File: src/rtl/mod_gold_pkg.sv
// Shared constants, word-split type and fold helper for the Goldilocks
// reducer (p = 2^64 - 2^32 + 1).
package mod_gold_pkg;

    localparam logic [63:0] GOLD_P   = 64'hFFFF_FFFF_0000_0001;
    localparam logic [63:0] GOLD_EPS = 64'h0000_0000_FFFF_FFFF;  // 2^64 mod p

    // 192-bit operand as six 32-bit words, a most significant
    typedef struct packed {
        logic [31:0] a;
        logic [31:0] b;
        logic [31:0] c;
        logic [31:0] d;
        logic [31:0] e;
        logic [31:0] f;
    } gold_words_t;

    // Reduce a 65-bit value (< 2^65) to [0, p-1].
    // Bit 64 folds in as 2^32 - 1. The fold sum is kept as a carry plus 64
    // bits: when the carry is set the true value is 2^64 + s, and
    // (2^64 + s) - p equals s - p taken modulo 2^64, so one subtract covers
    // both the carry case and s >= p.
    function automatic logic [63:0] gold_fold65(input logic [64:0] t);
        logic [63:0] s;
        logic        c;
        {c, s} = {1'b0, t[63:0]} + {1'b0, (t[64] ? GOLD_EPS : 64'd0)};
        if (c || (s >= GOLD_P)) begin
            gold_fold65 = s - GOLD_P;
        end else begin
            gold_fold65 = s;
        end
    endfunction

endpackage

File: src/rtl/mod_gold_reduce_pipe_stage_reg.sv
// Valid/ready pipeline register with bubble-collapsing ready.
module mod_gold_stage_reg #(
    parameter int unsigned W = 8
) (
    input  logic         clk,
    input  logic         rst_n,
    input  logic         in_valid,
    input  logic [W-1:0] in_data,
    input  logic         down_ready,
    output logic         ready,
    output logic         valid,
    output logic [W-1:0] data
);

    // Stage accepts whenever it is empty or its contents move on this cycle
    always_comb begin
        ready = ~valid | down_ready;
    end

    // Load valid and payload when ready; hold otherwise
    always_ff @(posedge clk or negedge rst_n) begin
        if (!rst_n) begin
            valid <= 1'b0;
            data  <= '0;
        end else if (ready) begin
            valid <= in_valid;
            if (in_valid) begin
                data <= in_data;
            end
        end
    end

endmodule

File: src/rtl/mod_gold_reduce_pipe.sv
// Elastic 3-stage reducer of a wide operand modulo p = 2^64 - 2^32 + 1,
// carrying a sideband tag. Optional perf counters: MOD_GOLD_PERF_CNT_EN.
module mod_gold_reduce_pipe
    import mod_gold_pkg::*;
#(
    parameter int unsigned IN_WIDTH = 192,
    parameter int unsigned P_WIDTH  = 64,
    parameter int unsigned TAG_W    = 4
) (
    input  logic                clk,
    input  logic                rst_n,
    input  logic                in_valid,
    output logic                in_ready,
    input  logic [IN_WIDTH-1:0] in_data,
    input  logic [TAG_W-1:0]    in_tag,
    output logic                out_valid,
    input  logic                out_ready,
    output logic [P_WIDTH-1:0]  out_data,
    output logic [TAG_W-1:0]    out_tag
`ifdef MOD_GOLD_PERF_CNT_EN
    ,
    output logic [31:0]         acc_cnt,
    output logic [31:0]         stall_cnt
`endif
);

    localparam int unsigned S1_W = TAG_W + 130;
    localparam int unsigned S2_W = TAG_W + 128;
    localparam int unsigned S3_W = TAG_W + 64;

    generate
        if (P_WIDTH != 64) begin : g_pw_chk
            $error("mod_gold_reduce_pipe: P_WIDTH must be 64");
        end
        if (IN_WIDTH != 128 && IN_WIDTH != 192) begin : g_iw_chk
            $error("mod_gold_reduce_pipe: IN_WIDTH must be 128 or 192");
        end
        if (TAG_W < 1) begin : g_tw_chk
            $error("mod_gold_reduce_pipe: TAG_W must be at least 1");
        end
    endgenerate

    logic [191:0]      op_ext;
    gold_words_t       w;
    logic [64:0]       t1, t4;
    logic [S1_W-1:0]   s1_d, s1_q;
    logic [S2_W-1:0]   s2_d, s2_q;
    logic [S3_W-1:0]   s3_d, s3_q;
    logic              v1, v2, v3;
    logic              rdy1, rdy2, rdy3;
    logic [63:0]       t1r, t4r, diff, r;
    logic              borrow;

    // Stage 1 input: split operand (a, b zero for 128-bit) and form both sums
    always_comb begin
        op_ext = 192'(in_data);
        w      = gold_words_t'(op_ext);
        t1     = {1'b0, w.e, w.f} + {1'b0, w.d, w.a};
        t4     = {1'b0, w.b, w.c} + {1'b0, w.a, w.d};
        s1_d   = {in_tag, t1, t4};
    end

    // Stage 2 input: fold both 65-bit sums to canonical residues
    always_comb begin
        s2_d = {s1_q[S1_W-1 -: TAG_W],
                gold_fold65(s1_q[129:65]),
                gold_fold65(s1_q[64:0])};
    end

    // Stage 3 input: modular difference, add p back on borrow
    always_comb begin
        t1r            = s2_q[127:64];
        t4r            = s2_q[63:0];
        {borrow, diff} = {1'b0, t1r} - {1'b0, t4r};
        r              = borrow ? (diff + GOLD_P) : diff;
        s3_d           = {s2_q[S2_W-1 -: TAG_W], r};
    end

    mod_gold_stage_reg #(.W(S1_W)) u_s1 (
        .clk        (clk),
        .rst_n      (rst_n),
        .in_valid   (in_valid),
        .in_data    (s1_d),
        .down_ready (rdy2),
        .ready      (rdy1),
        .valid      (v1),
        .data       (s1_q)
    );

    mod_gold_stage_reg #(.W(S2_W)) u_s2 (
        .clk        (clk),
        .rst_n      (rst_n),
        .in_valid   (v1),
        .in_data    (s2_d),
        .down_ready (rdy3),
        .ready      (rdy2),
        .valid      (v2),
        .data       (s2_q)
    );

    mod_gold_stage_reg #(.W(S3_W)) u_s3 (
        .clk        (clk),
        .rst_n      (rst_n),
        .in_valid   (v2),
        .in_data    (s3_d),
        .down_ready (out_ready),
        .ready      (rdy3),
        .valid      (v3),
        .data       (s3_q)
    );

    // Output mapping from the last stage
    always_comb begin
        in_ready  = rdy1;
        out_valid = v3;
        out_data  = s3_q[P_WIDTH-1:0];
        out_tag   = s3_q[S3_W-1 -: TAG_W];
    end

`ifdef MOD_GOLD_PERF_CNT_EN
    // Count input handshakes and output stall cycles, wrapping at 2^32
    always_ff @(posedge clk or negedge rst_n) begin
        if (!rst_n) begin
            acc_cnt   <= '0;
            stall_cnt <= '0;
        end else begin
            if (in_valid && rdy1) begin
                acc_cnt <= acc_cnt + 32'd1;
            end
            if (v3 && !out_ready) begin
                stall_cnt <= stall_cnt + 32'd1;
            end
        end
    end
`endif

endmodule

File: config.mk
export PLATFORM = sky130hd
export DESIGN_NAME = mod_gold_reduce_pipe
export DESIGN_NICKNAME = d
export VERILOG_FILES = /design/src/rtl/mod_gold_pkg.sv /design/src/rtl/mod_gold_reduce_pipe_stage_reg.sv /design/src/rtl/mod_gold_reduce_pipe.sv
export SDC_FILE = /design/constraint.sdc
export NUM_CORES = 1
export LEC_CHECK = 0
export BUFFER_PORTS_ARGS = -buffer_cell sky130_fd_sc_hd__buf_4
export CAP_MARGIN = 5
export CELL_PAD_IN_SITES_DETAIL_PLACEMENT = 0
export CELL_PAD_IN_SITES_GLOBAL_PLACEMENT = 2
export CORE_MARGIN = 1
export CORE_UTILIZATION = 39
export CTS_BUF_LIST = sky130_fd_sc_hd__clkbuf_8 sky130_fd_sc_hd__clkbuf_16
export DETAILED_ROUTE_END_ITERATION = 7
export PLACE_DENSITY_LB_ADDON = 0.12
export SYNTH_ARGS = -nofsm -noshare
export SYNTH_HDL_FRONTEND = slang
export SYNTH_HIERARCHICAL = 1
export SYNTH_SLANG_ARGS = --single-unit
File: constraint.sdc
create_clock -name clk -period 6.4 [get_ports clk]
set_input_delay 1.28 -clock clk [delete_from_list [all_inputs] [get_ports clk]]
set_output_delay 1.28 -clock clk [all_outputs]
set_load 0.005 [all_outputs]
Word level (Yosys, flattened, before mapping)
Cells that the tools add are included.

cells by class
  add/subtract/negate cells = 8
  magnitude comparators = 2
  multiplexer cells = 5
  bitwise gates (word level) = 6
  reduce and logical (&&, ||, !) cells = 5

operators with widths
  operator                count
  $mux 64                 3
  $add 64x32->65          2
  $add 64x64->65          2
  $ge 64x64->1 const B    2
  $sub 64x64->64 const B  2
  $sub 64x64->65          1
  $add 64x64->64 const B  1
  $mux 32                 2
  $reduce_and 2->1        3
  $not 1->1               3
  $or 1x1->1              3
  $logic_or 1x1->1        2

storage, ports and cells
  flip-flop bits (word level) = 337
  input port bits = 200
  output and inout bits = 70
  word-level logic and storage cells = 32

Depth between registers and ports, before layout
Gate-level depths: netlist (run 1).

  depth after elaboration = 5
  gate-level depth with buffers = 20

Cells and area by module
Netlist (run 1), hierarchy kept.

by module, submodules not included
  module                      instances  cells each  area an instance (um^2)
  mod_gold_reduce_pipe        1          3058        20248.2
  mod_gold_stage_reg at u_s2  1          282         5267.6
  mod_gold_stage_reg at u_s1  1          286         5252.5
  mod_gold_stage_reg at u_s3  1          147         2652.5

Worst setup path before layout (run 1)
OpenSTA, ideal clock, no wires.

  kind = register -> register
  start = reg u_s1.data[129]
  end = reg u_s2.data[65]
  setup time = 0.125 ns
  data arrival time = 5.562 ns
  required time = 6.275 ns
  setup slack = 0.713 ns
  cell stages (with the launch flop) = 18
  path buffers = 2
  cell sequence = dfrtp_1 > ha_1 > fa_1 > a21o_1 > a221oi_2 > a21oi_2 > o211a_1 > or4_1 > and3_1 > a221oi_2 > nand4_1 > or4b_1 > buf_2 > or4b_4 > a31oi_4 > buf_6 > mux2_1 > mux2_4

between the ends
  word-level cells in the longest chain between the ends = 5

ends and longest elaborated chain
  item                    RTL line                              RTL
  from (decl)             mod_gold_reduce_pipe_stage_reg.sv:12  output logic [W-1:0] data
  from (signal assigned)  mod_gold_reduce_pipe_stage_reg.sv:28  data <= in_data;
  $mux 32 (*)             mod_gold_pkg.sv:26                    {c, s} = {1'b0, t[63:0]} + {1'b0, (t[64] ? GOLD_EPS : 64'd0)};
  $add 64x32->65 (*)      mod_gold_pkg.sv:26
  $ge 64x64->1            mod_gold_pkg.sv:27                    if (c || (s >= GOLD_P)) begin
  $logic_or 1x1->1        mod_gold_pkg.sv:27
  $mux 64 (*)             mod_gold_pkg.sv:27
  named net s2_d[65]      mod_gold_reduce_pipe.sv:47            logic [S2_W-1:0] s2_d, s2_q;
  to (signal assigned)    mod_gold_reduce_pipe_stage_reg.sv:28
  to (decl)               mod_gold_reduce_pipe_stage_reg.sv:12

Mark *: on every way through the listed nets, which the timed path passes. The rest lies on a longest branch.
A chain may end at the register's enable or synchronous reset.

Worst setup path in the final report (run 1)
Ends and elaborated chain as after synthesis.

==> results of run 1 <==
-- critical path, delay by kind of cell, from the launching register on --
| family | cells | cell delay, ps |
|---|---|---|
| buffers and inverters | 2 | 420 |
| AOI/OAI and AO/OA | 6 | 1820 |
| DFF | 1 | 420 |
| and+or+nand+nor | 5 | 1950 |
| adders and majority gates | 2 | 640 |
| muxes | 2 | 580 |
-- layer usage --
metal  share of wire  global-route usage  up-vias
met5               0                   0        -
li1                -                   -    14402
met2            0.47               0.420      552
met4           0.028              0.0690        0
met1            0.47               0.341    13672
met3           0.032              0.0219      122
-- placed cells by master, fill, tap and decap left out, types with 96 or more instances in the layout --
master / Yosys / routed
a21o_1: 181 / 181
buf_4: 0 / 335
mux2_4: 160 / 160
mux2_2: 181 / 181
nor2_1: 271 / 270
inv_1: 156 / 164
a21oi_1: 285 / 285
ha_1: 261 / 261
o21ai_0: 138 / 138
xnor2_1: 231 / 231
nand2_1: 229 / 229
xor2_1: 148 / 148
dfrtp_1: 337 / 337
nand3_1: 143 / 143
nor3_1: 96 / 96
-- per-stage QoR --
stage,cells,instance area (um^2),hold WS (ps),total power [mW]
floorplan,3773,33400,475,13.5
global placement,5108,36800,482,17.2
detailed placement,5108,36800,491,17.2
CTS,5182,38200,502,19.8
global route,5182,38200,515,21.4
finish,5183,38200,501,19.7
-- cell type report --
class	count	area, um^2	area share
Sequential cell	337	8430	0.221
Clock buffer	49	1180	0.0309
Timing Repair Buffer	341	2630	0.0688
Antenna cell	1	2.50	0.0000655
Multi-Input combinational cell	3140	23700	0.621
Clock inverter	25	253	0.00661
Tap cell	1134	1420	0.0371
Inverter	156	586	0.0153
-- flip-flops by register name (all words and copies together), names as in the netlist --
name        count
u_s3/valid      1
u_s1/valid      1
u_s2/data     132
u_s1/data     134
u_s3/data      68
u_s2/valid      1
-- cells by family after synthesis --
group,count (synthesis)
compound gates,995
simple gates,1145
buf+inv,296
xor+xnor,379
mux,355
fa+ha+maj,266
flops,337
-- power by group through the flow --
stage / Sequential (mW) / Clock (mW) / Combinational [mW]
after detailed placement: 4.01 / 0 / 13.2
final: 3.99 / 2.48 / 13.3
after global routing: 4.09 / 2.62 / 14.7
after floorplan: 3.56 / 0 / 9.93
after CTS: 3.97 / 2.55 / 13.3
after global placement: 3.98 / 0 / 13.2
-- how the worst min path moves through the flow --
| stage | from | endpoint |
|---|---|---|
| final | u_s1/data[133] | u_s1/data[133] |
| after global placement | u_s1/data[133] | u_s2/data[131] |
| after floorplan | u_s1/data[130] | u_s2/data[128] |
| after CTS | u_s1/data[133] | u_s1/data[133] |
| after global routing | u_s3/data[17] | u_s3/data[17] |
| after detailed placement | u_s1/data[133] | u_s1/data[133] |
==> impl_metrics.csv, run 1 <==
group,metric,value,unit
yosys,syn_area,33400,um^2
floorplan,ioPinCount,270,
routing,dr.pass1.iters,6,
critical_path,worstPathArrival,6440,ps
timing,slew_viol_final,0,
clocking,htree_num_levels,2,
power_and_ir_drop,p_per_area,516,nW/um^2
yosys,synth_seq_area_share,0.252,
job,drv_cap,0,
routing,avgViaCountPerCell,5.55,
timing,finalSetupViolCount,0,
routing,detail_route.wl_per_cell,21.3,um
grt,grt_pass1_vias,27836,
hold_path,hold_class,"reg2reg",
critical_path,endpoint,"u_s2/data[65]",
yosys,synth-async-reset-ratio,1.00,
routing,drt-initial-drc-count,1540,
yosys,synth-simple-area-share,0.174,
yosys,ys_dominant_reg_cell,"dfrtp_1",
routing,wirelength,110000,um
floorplan,start_util,0.397,
clocking,cts_resized,0,
clocking,cts_buffers,43,
clocking,clock-sinks,337,
yosys,synth_edf_count,0,
clocking,cts-root-buf,"clkbuf_16",
critical_path,worstPathMaxFanout,20,
yosys,yosysUniqueCellTypes,91,
clocking,cts_hold_buf,0,
clocking,postCtsSetupBuffers,0,
timing,final.setup_skew,38.7,ps
place,portBuffers,269,
clocking,worstSkewPairLatency,590,ps
yosys,synthXorXnorAreaFrac,0.0993,
clocking,cts.path.max_buffers,3,
critical_path,endpoint_kind,"flip-flop",
critical_path,required,6840,ps
yosys,synthAdderAreaFrac,0.101,
critical_path,r2r_setup_slack,410,ps
critical_path,start_kind,"flip-flop",
critical_path,startpoint,"u_s1/data[129]",
timing,grt_setup_unrepaired,"false",
yosys,syn_inst,3773,
power_and_ir_drop,comb_power_share,0.672,
timing,max_slew_margin,0.347,
grt,grt_pass1_wl,168000,um
critical_path,r2r-start,"u_s1/data[129]",
routing,num_vias,28748,
timing,post-route-period-util,0.936,
yosys,syn-num-nets,4239,
yosys,synth_mux_area_frac,0.137,
power_and_ir_drop,leakagePower,17.3,nW
clocking,clk_pin_slew_worst_paths,60,ps
place,gp_congestion,0.945,
routing,drc,0,
floorplan,die-area,86900,um^2
floorplan,die_x,295,um
timing,period_minus_slack,5990,ps
critical_path,ff2ff_path_depth,17,
timing,worst_pin_slew,979,ps
yosys,ys_warn_count,6,
yosys,yosysMostFrequentCell,"dfrtp_1",
grt,antenna_found_initial,1,
final_layout,fin_nets,4485,
power_and_ir_drop,vdd_drop_max,0.000263,V
power_and_ir_drop,clkPwrFrac,0.126,
yosys,yosysTopAreaCellShare,0.252,
grt,grt_max_degree,142,
hold_path,min_path_cells,1,
final_layout,utilization,0.454,
timing,tns,0,ps
final_layout,syn_to_final_growth,14.4,%
yosys,syn_area_per_cell,8.86,um^2
yosys,synth_top_family_by_area,"compound AO/OA/AOI/OAI gates",
final_layout,fillCellCount,8439,
critical_path,path_cells,"buf_12 > ha_1 > fa_1 > a21o_1 > a221oi_2 > a21oi_2 > nor3_1 > o22ai_1 > a2111o_1 > or3_1 > nor3b_2 > or4b_1 > or4b_4 > a31oi_4 > buf_4 > mux2_1 > mux2_4",
timing,hold_viol_final,0,
floorplan,coreArea,84200,um^2
yosys,ys_ff_latch,337,
grt,grt_overflow_total,0,
critical_path,critPathMaxStageDelay,590,ps
power_and_ir_drop,pwr-share-seq,0.202,
grt,grt_usage,0.250,
critical_path,crit_type,"reg2reg",
power_and_ir_drop,sw_frac_of_total,0.468,
timing,max_freq,167,MHz
yosys,synth_top_cell_by_area,"dfrtp_1",
final_layout,layout-drive-gt1-share,0.197,
yosys,synth_commonest_cells,"dfrtp_1, a21oi_1, nor2_1",
clocking,cts_tree,"built",
power_and_ir_drop,p_sw,9.24,mW
critical_path,reg2reg_to,"u_s2/data[65]",
power_and_ir_drop,power.internal,10.5,mW
routing,final_antenna_net_count,0,
floorplan,fp.dieH,295,um
yosys,synth_compound_area_frac,0.197,
timing,worst_slack,407,ps
run_status,outcome,"finished, final reports clean",
critical_path,crit_path_top_delay_cell,"or4b_4",
floorplan,row_count,106,
yosys,ys_top_cells_by_area,"dfrtp_1, ha_1, mux2_4, mux2_2, xnor2_1",
place,place_worst_setup_slack,290,ps
place,dpl.hpwl,92100,um
Note: power is estimated with default switching activity, not from simulation.
==> run 2, diff against run 1 <==
==> constraint.sdc (replaced) <==
create_clock -name clk -period 6.4 [get_ports clk]
set_input_delay 0 -clock clk [delete_from_list [all_inputs] [get_ports clk]]
set_output_delay 0 -clock clk [all_outputs]
set_load 0.005 [all_outputs]
==> run 2 against run 1 <==
  * Worst setup slack worse by 79 ps
  * Cell count is 0.35% higher
  * Critical path depth shrank 1
  * Wire length increased by 0.95%
  * Clock-buffer cell count rose by 3
  * Die area unchanged
  * Register-to-register slack got worse by 80 ps
  * Sequential share of layout area decreased by 0.18 points
  * Power rose by 1.0%
  * Flip-flop and latch count is the same
  * Largest power group unchanged
==> impl_metrics.csv, run 2 (synthesis results as in run 1) <==
group,metric,value,unit
final_layout,largest_reg_flops,134,
floorplan,ioPinCount,270,
grt,antenna_found_initial,1,
final_layout,syn_to_final_growth,15.3,%
final_layout,ff_latch_area,8430,um^2
final_layout,final_cell_mix,"dfrtp_1, buf_4, a21oi_1",
clocking,cts-root-buf,"clkbuf_16",
floorplan,start_util,0.397,
critical_path,worstPathArrival,6530,ps
power_and_ir_drop,p_sw,9.33,mW
timing,whs,17.8,ps
critical_path,critPathTopFamily,"simple AND/OR/NAND/NOR gates",
routing,avgViaCountPerCell,5.52,
clocking,worstSkewPairLatency,590,ps
timing,slew_viol_final,0,
critical_path,critPathMaxStageDelay,640,ps
final_layout,layout-drive-gt1-share,0.192,
grt,grt_max_degree,142,
timing,max_freq,165,MHz
routing,final_antenna_net_count,0,
timing,finalSetupViolCount,0,
clocking,cts.path.max_buffers,3,
critical_path,crit_buf_inv,1,
clocking,cts_buffers,44,
floorplan,die-area,86900,um^2
timing,grt_setup_unrepaired,"false",
final_layout,regMostFlops,"u_s1/data",
routing,drt-initial-drc-count,1723,
final_layout,fillCellCount,8476,
floorplan,die_x,295,um
routing,wirelength,111000,um
grt,grt_pass1_wl,169000,um
place,dpl.hpwl,91900,um
clocking,cts_tree,"built",
critical_path,start_kind,"flip-flop",
power_and_ir_drop,vdd_drop_max,0.000233,V
routing,drc,0,
place,portBuffers,269,
routing,detail_route.wl_per_cell,21.4,um
power_and_ir_drop,pwr-share-seq,0.201,
critical_path,worstPathMaxFanout,26,
timing,post-route-period-util,0.949,
grt,grt_usage,0.253,
final_layout,final_common_cell,"dfrtp_1",
place,gp_congestion,0.943,
floorplan,fp.dieH,295,um
critical_path,crit_type,"reg2reg",
job,drv_cap,0,
routing,dr.pass1.iters,5,
floorplan,row_count,106,
power_and_ir_drop,p_per_area,517,nW/um^2
final_layout,multi_input_area,23700,um^2
grt,grt_pass1_vias,27827,
power_and_ir_drop,sw_frac_of_total,0.468,
clocking,htree_num_levels,2,
timing,hold_viol_final,0,
final_layout,design_area,38500,um^2
critical_path,endpoint_kind,"flip-flop",
power_and_ir_drop,leakagePower,17.4,nW
timing,final.setup_skew,33.7,ps
timing,worst_pin_slew,1030,ps
critical_path,required,6860,ps
place,place_area,36600,um^2
power_and_ir_drop,power.internal,10.6,mW
timing,max_slew_margin,0.299,
power_and_ir_drop,clkPwrFrac,0.133,
clocking,clk_pin_slew_worst_paths,60,ps
floorplan,coreArea,84200,um^2
grt,grt_overflow_total,0,
final_layout,fin_nets,4500,
run_status,outcome,"finished, final reports clean",
critical_path,crit_path_top_delay_cell,"a31oi_4",
timing,tns,0,ps
timing,period_minus_slack,6070,ps
power_and_ir_drop,comb_power_share,0.666,
power_and_ir_drop,power,19.9,mW
critical_path,path_cells,"ha_1 > fa_1 > a21o_1 > a221oi_2 > a21oi_2 > nor3_1 > o22ai_1 > a2111o_1 > or3_1 > nor3b_2 > or4b_1 > or4b_4 > a31oi_4 > buf_4 > mux2_1 > mux2_4",
hold_path,hold_class,"in2reg",
final_layout,top_regs,"u_s1/data (134), u_s2/data (132), u_s3/data (68)",
routing,num_vias,28721,
clocking,clock-sinks,337,
-- run 2: cell type report --
class                           count  share of cell area
Clock inverter                     26             0.00851
Inverter                          156              0.0152
Multi-Input combinational cell   3140               0.616
Tap cell                         1134              0.0368
Antenna cell                        1           0.0000650
Timing Repair Buffer              355              0.0732
Sequential cell                   337               0.219
Clock buffer                       52              0.0317
-- run 2: layer usage --
metal | wire [um] | global-route usage | part of all wire | vias to the layer above
met5 | 0 | 0 | 0 | -
met4 | 3060 | 0.0710 | 0.027 | 0
met3 | 3800 | 0.0228 | 0.034 | 120
met2 | 51600 | 0.421 | 0.46 | 585
met1 | 53000 | 0.346 | 0.48 | 13571
li1 | - | - | - | 14445
-- run 2: stage by stage --
step,setup WS (ps),utilization,instances
6_report,328,0.457,5201
5_1_grt,11.6,0.457,5200
4_1_cts,240,0.457,5200
3_5_place_dp,232,0.434,5082
3_3_place_gp,273,0.434,5082
2_1_floorplan,713,-,3773
-- run 2: worst min-delay path: stages --
cell,delay [ps]
buf_4,90
ha_1,200
xnor2_1,150
mux2_4,140
-- run 2: timing repair --
| action | in CTS | in global routing |
|---|---|---|
| endpoints found under the setup margin | 0 | 22 |
| buffers inserted | 0 | 0 |
| gates resized for setup | 0 | 2 |
| hold buffers | 40 | 0 |
| hold endpoints to repair | 99 | 0 |
-- run 2: path summary, 6_finish.rpt --
check / slack (ps) / start / cells after the start / endpoint
max in group asynchronous: 4770 / rst_n / 4 / u_s1/data[119]
hold / removal: 20 / in_data[51] / 4 / u_s1/data[116]
setup reg to reg: 330 / u_s1/data[129] / 16 / u_s2/data[65]
hold reg to reg: 500 / u_s2/data[130] / 1 / u_s2/data[130]
setup / recovery: 330 / u_s1/data[129] / 16 / u_s2/data[65]
min in group asynchronous: 440 / rst_n / 3 / u_s1/data[38]
-- run 2: power by group through the flow --
stage	registers, mW	logic, mW	clock network [mW]
2_1_floorplan	3.56	9.93	0
3_3_place_gp	4.01	13.2	0
3_5_place_dp	4.04	13.2	0
4_1_cts	4.00	13.3	2.72
5_1_grt	4.11	14.6	2.79
6_report	4.01	13.3	2.65
